==> src/rtl/memory_nrw_masked.sv <==
// Multi-port synchronous RAM with byte-lane write masks, fixed
// collision priority, optional same-cycle bypass and output register.
module memory_nrw_masked #(
  parameter int DATA_WIDTH = 64,
  parameter int ADDR_WIDTH = 5,
  parameter int PORTS      = 2,
  parameter bit OUT_REG    = 1'b0,
  parameter bit BYPASS     = 1'b1,
  localparam int MASK_WIDTH = DATA_WIDTH / 8
) (
  input  logic                             clock,
  input  logic                             reset,
  input  logic [PORTS-1:0]                 en,
  input  logic [PORTS-1:0]                 we,
  input  logic [PORTS*ADDR_WIDTH-1:0]      addr,
  input  logic [PORTS*DATA_WIDTH-1:0]      wdata,
  input  logic [PORTS*MASK_WIDTH-1:0]      wmask,
  output logic [PORTS*DATA_WIDTH-1:0]      rdata,
  output logic [PORTS-1:0]                 rvalid,
  output logic                             conflict
);

  localparam int DEPTH = 1 << ADDR_WIDTH;

  logic [DATA_WIDTH-1:0] mem [DEPTH];

  logic [ADDR_WIDTH-1:0] a  [PORTS];
  logic [DATA_WIDTH-1:0] wd [PORTS];
  logic [MASK_WIDTH-1:0] wm [PORTS];
  logic [PORTS-1:0]      is_wr;
  logic [PORTS-1:0]      is_rd;
  logic [DATA_WIDTH-1:0] rd_word [PORTS];
  logic                  conflict_d;

  always_comb begin
    for (int p = 0; p < PORTS; p++) begin
      a[p]     = addr[p*ADDR_WIDTH +: ADDR_WIDTH];
      wd[p]    = wdata[p*DATA_WIDTH +: DATA_WIDTH];
      wm[p]    = wmask[p*MASK_WIDTH +: MASK_WIDTH];
      is_wr[p] = en[p] & we[p];
      is_rd[p] = en[p] & ~we[p];
    end
  end

  // Bypass replays this cycle's writes in port order, so the
  // read sees exactly the word the array holds after the edge.
  always_comb begin
    for (int p = 0; p < PORTS; p++) begin
      rd_word[p] = mem[a[p]];
      if (BYPASS) begin
        for (int q = 0; q < PORTS; q++) begin
          for (int b = 0; b < MASK_WIDTH; b++) begin
            if (is_wr[q] && a[q] == a[p] && wm[q][b])
              rd_word[p][8*b +: 8] = wd[q][8*b +: 8];
          end
        end
      end
    end
  end

  always_comb begin
    conflict_d = 1'b0;
    for (int p = 0; p < PORTS; p++) begin
      for (int q = p + 1; q < PORTS; q++) begin
        if (is_wr[p] && is_wr[q] && a[p] == a[q] &&
            |(wm[p] & wm[q]))
          conflict_d = 1'b1;
      end
    end
  end

  // Later ports overwrite earlier ones on shared lanes.
  always_ff @(posedge clock) begin
    if (!reset) begin
      for (int q = 0; q < PORTS; q++) begin
        for (int b = 0; b < MASK_WIDTH; b++) begin
          if (is_wr[q] && wm[q][b])
            mem[a[q]][8*b +: 8] <= wd[q][8*b +: 8];
        end
      end
    end
  end

  always_ff @(posedge clock or posedge reset) begin
    if (reset)
      conflict <= 1'b0;
    else
      conflict <= conflict_d;
  end

  for (genvar p = 0; p < PORTS; p++) begin : g_port
    logic                  vo;
    logic [DATA_WIDTH-1:0] dq;

    if (OUT_REG) begin : g_oreg
      logic                  v1;
      logic [DATA_WIDTH-1:0] d1;
      always_ff @(posedge clock or posedge reset) begin
        if (reset) begin
          v1 <= 1'b0;
          d1 <= '0;
          vo <= 1'b0;
          dq <= '0;
        end else begin
          v1 <= is_rd[p];
          if (is_rd[p])
            d1 <= rd_word[p];
          vo <= v1;
          if (v1)
            dq <= d1;
        end
      end
    end else begin : g_nreg
      always_ff @(posedge clock or posedge reset) begin
        if (reset) begin
          vo <= 1'b0;
          dq <= '0;
        end else begin
          vo <= is_rd[p];
          if (is_rd[p])
            dq <= rd_word[p];
        end
      end
    end

    assign rdata[p*DATA_WIDTH +: DATA_WIDTH] = dq;
    assign rvalid[p] = vo;
  end

endmodule

==> config.mk <==
export PLATFORM = sky130hd
export DESIGN_NAME = memory_nrw_masked
export DESIGN_NICKNAME = d
export VERILOG_FILES = /design/src/rtl/memory_nrw_masked.sv
export SDC_FILE = /design/constraint.sdc
export NUM_CORES = 2
export LEC_CHECK = 0
export ABC_CLOCK_PERIOD_IN_PS = 10900
export CORE_MARGIN = 1
export CORE_UTILIZATION = 51
export CTS_CLUSTER_SIZE = 28
export DETAILED_ROUTE_END_ITERATION = 10
export PLACE_DENSITY = 0.69
export SKIP_CTS_REPAIR_TIMING = 1
export SYNTH_ARGS = -nofsm -noshare
export SYNTH_HDL_FRONTEND = slang
export SYNTH_SLANG_ARGS = --single-unit
==> constraint.sdc <==
create_clock -name clock -period 10.9 [get_ports clock]
set_input_delay 1.09 -clock clock [delete_from_list [all_inputs] [get_ports clock]]
set_output_delay 1.09 -clock clock [all_outputs]
set_load 0.01 [all_outputs]
# Yosys cells after proc, flatten, opt, wreduce, memory -nomap -nowiden
# Memory sizes are Yosys's and may differ from the RTL's.
# Cells that the tools add are included.
# word_totals
regBits,131
latch_bits,0
ram_bits,2048
rom_bits,0
inputBits,160
output_inout_bits,131
elab_cells,134
memories,1
# mem_list
memory,words,word_bits,rd,rd_clocked_by_memory_dff,wr,line,text
mem,32,64,2,0,2,25,logic [DATA_WIDTH-1:0] mem [DEPTH];
# op_classes
n_addsub,0
n_mul,0
n_div,0
n_lt_le_gt_ge,0
eq_ne,2
shifts,0
mux,81
bitwise_logic,7
reduce_logical,38
# ops
op,count
$mux W8,32
$mux W1,49
$logic_and A1 B1 Y1,37
$eq A5 B5 Y1,2
$and A8 B8 Y8,1
$reduce_or A8 Y1,1
$and A1 B1 Y1,4
$not A1 Y1,2

# Depth between registers and ports, before layout
# depth
depth_word,5
ltp_mapped,12
ltp_nobuf,7

# Worst setup path after synthesis
# Ideal clock, no wire load.
# synth_timing
path_type,input to register
from,in addr[1]
to,"mem mem[24][0], enable pin"
setup_ps,384
arrival_ps,3203
required_ps,10516
path_slack_ps,7313
cell_stages,8
n_path_buf,5
cell_sequence,buf_2 -> buf_2 -> buf_2 -> buf_2 -> buf_2 -> nor2_1 -> nand3_1 -> o21ai_0
# synth_rtl
element,line,text
start: declaration,15,"input logic [PORTS*ADDR_WIDTH-1:0] addr,"
end: declaration,25,

==> results.py <==
metrics = {
    "outcome": {
        "status": "finished, violations left",
        "violations": "max-capacitance violations, max-slew violations",
    },
    "sta": {
        "fin_setup_tns_ns": 0,
        "grt_setup_unrepaired": "false",
        "finalCritPeriodShare_pct": 61.3,
        "clock_skew_ns": 0.0355,
        "hold_violations": 0,
        "relSlewSlack_pct": -5.10,
        "finalSetupViolations": 0,
        "timing.fmax_mhz": 150,
        "whs_ns": 0.479,
        "post-route-min-period_ns": 6.68,
        "tightest_slew_ns": 1.58,
        "final_max_slew_viol_count": 16,
    },
    "synth": {
        "yosysTopAreaCell": "edfxtp_1",
        "ys_ff_latch": 2179,
        "yosysWarnings": 0,
        "netlist.area_leader.share_pct": 48.6,
        "synth.area.top_cells": "edfxtp_1 49%, mux2_2 18%, mux4_2 14%, mux2i_1 4.3%, dfrtp_1 2.6%",
        "netlist_area_sq_um": 127000,
        "syn_nets": 8840,
        "synthTopCellsByCount": "2,048 x edfxtp_1, 2,043 x mux2_2, 768 x mux4_2",
        "ys_seq_area_share_pct": 51.2,
        "synth-edff-count": 2048,
        "async_flop_share_pct": 6.01,
        "synth_cells": 8680,
        "ys_types": 54,
        "synth_most_common_cell": "edfxtp_1",
        "synth_area_per_cell_sq_um": 14.6,
        "synth_flop_cell": "edfxtp_1",
    },
    "placement": {
        "hpwl_um": 337000,
        "port_buffers": 290,
        "gp_congestion": 1.01,
    },
    "hold_path": {
        "hp-class": "reg2reg",
    },
    "route": {
        "vias": 93917,
        "drc_errors": 0,
        "drt-initial-drc-count": 16524,
        "routed_via_density": 7.71,
        "detail-route-antenna-nets": 0,
        "drt_first_pass_iters": 9,
        "wl_per_cell_um": 43.8,
        "wl_um": 534000,
    },
    "floorplanning": {
        "dieArea_sq_um": 250000,
        "core_area_sq_um": 246000,
        "die-width_um": 500,
        "rows": 182,
        "ios": 291,
        "fp.dieH_um": 500,
        "initial_utilization_pct": 51.4,
    },
    "grt": {
        "grt_max_degree": 120,
        "grt_pass1_wl_um": 722000,
        "antenna_found_initial": 61,
        "first_global_vias": 88046,
        "grt_usage_pct": 41.8,
        "grt.overflow.total": 0,
    },
    "critical_path": {
        "cp_top_family": "simple AND/OR/NAND/NOR gates",
        "criticalPathCategory": "in2reg",
        "crit_top_cell": "buf_4",
        "arrival_ns": 7.20,
        "cp_slowest_cell": "o22ai_1",
        "path_buf_inv": 2,
        "cp.required_ns": 11.42,
        "crit_fanout": 37,
        "cp_cell_sequence": "buf_4, buf_4, nand2_2, nor2_1, nand2_1, o22ai_1",
        "worst_setup_path_end_kind": "flip-flop",
        "cp-start-kind": "primary input",
        "crit_path_max_incr_delay_ns": 1.38,
    },
    "clock_network": {
        "cts_sinks": 2179,
        "clockRootBuffer": "clkbuf_16",
        "cts_made_buffers": 235,
        "clock_latency_ns": 0.92,
        "clk_path_buf_depth": 3,
        "cts.clk_slew.worst_paths_ns": 0.06,
        "h-tree-depth": 4,
        "cts_tree": "yes",
    },
    "final_layout": {
        "ff_latch_area_sq_um": 64800,
        "final_util_pct": 56.9,
        "drive_above_1_share_pct": 42.2,
        "syn_to_final_growth_pct": 10.7,
        "nets": 8713,
        "n_fill_cell": 19501,
        "multi_input_area_sq_um": 58400,
    },
    "pwr": {
        "vdd_drop_max_uv": 183,
        "power_density_nw_per_um2": 144,
        "leakage_uw": 0.0453,
        "total_power_uw": 20100,
    },
    "flow_run": {
        "maxCapViolCount": 2,
    },
}
-- power breakdown --
group / total [uW] / internal [uW] / switching, uW / leakage, uW
Clock: 8230 / 4670 / 3560 / 0.00379
Combinational: 2560 / 970 / 1590 / 0.0215
Sequential: 9340 / 9260 / 79.2 / 0.0201
Total: 20100 / 14900 / 5230 / 0.0453
-- cell families after synthesis --
family | count (synthesis) | share of synthesized area (%)
buf+inv | 937 | 3.03
mux | 3354 | 36.1
xor+xnor | 5 | 0.0346
compound gates | 1161 | 5.80
simple gates | 1044 | 3.82
flops | 2179 | 51.2
-- registers in the layout, indices dropped and copies added (netlist names) --
signal and cells:
conflict 1, g_port.dq 128, g_port.vo 2, mem 2048
-- path summary, 6_finish.rpt --
kind | startpoint | to | slack (ns) | depth (start not counted)
worst max-delay path | addr[3] | mem[13][26] | 4.22 | 6
worst min-delay path | g_port[0].dq[12] | g_port[0].dq[12] | 0.48 | 2
worst max register to register | mem[9][3] | g_port[0].dq[3] | 8.14 | 5
worst min register to register | g_port[0].dq[12] | g_port[0].dq[12] | 0.48 | 2
max in group asynchronous | reset | g_port[0].dq[58] | 8.10 | 5
min in group asynchronous | reset | g_port[1].dq[17] | 0.72 | 3
-- routing by layer --
| metal | part of all wire, % | track usage (%) |
|---|---|---|
| met5 | 0.15 | 1.85 |
| met4 | 9.1 | 33.4 |
| met3 | 16 | 17.7 |
| met2 | 42 | 57.6 |
| met1 | 33 | 51.0 |
-- tightest hold or removal path, stage by stage, from the launching register on --
cell	delay, ns
dfrtp_1	0.34
nand2_1	0.05
o21ai_0	0.06
-- stage by stage --
stage               instance area (sq um)  std cells  setup slack (ns)
floorplan                          127000       8680              6.31
global placement                   132000      11628              4.21
detailed placement                 132000      11628              4.15
CTS                                140000      12068              5.06
global route                       140000      12091              4.87
finish                             140000      12183              4.22
-- area by class of cell --
cell class / instances / area share (%)
Timing Repair Buffer: 567 / 3.42
Sequential cell: 2179 / 46.2
Clock buffer: 322 / 4.75
Inverter: 6 / 0.0268
Clock inverter: 118 / 0.757
Multi-Input combinational cell: 5564 / 41.7
Antenna cell: 115 / 0.205
Tap cell: 3312 / 2.96
-- layout by cell type, fill, tap and decap left out, types with 5 or more instances in the layout --
| cell | instances |
|---|---|
| a21oi_1 | 48 |
| nor2b_4 | 5 |
| nor3b_2 | 6 |
| nor2_4 | 6 |
| clkbuf_16 | 244 |
| clkdlybuf4s50_1 | 216 |
| clkinvlp_4 | 8 |
| nor3b_4 | 5 |
| nor2b_1 | 11 |
| nand3_1 | 57 |
| mux2_2 | 2043 |
| xnor2_1 | 5 |
| edfxtp_1 | 2048 |
| clkbuf_8 | 26 |
| a22o_1 | 5 |
| mux2i_1 | 543 |
| nand4_1 | 84 |
| diode_2 | 115 |
| nor3_1 | 75 |
| dfrtp_1 | 131 |
| clkinv_2 | 46 |
| nor2_1 | 218 |
| buf_12 | 10 |
| buf_2 | 67 |
| a22oi_1 | 358 |
| clkbuf_1 | 52 |
| mux4_2 | 768 |
| nand2_2 | 39 |
| clkinv_1 | 39 |
| buf_4 | 269 |
| and2_1 | 29 |
| bufinv_16 | 18 |
| nand2_1 | 383 |
| a211oi_1 | 36 |
| o211ai_1 | 12 |
| o22ai_1 | 358 |
| nor2_2 | 85 |
| o21ai_0 | 326 |
Note: power is estimated with default switching activity, not from simulation.
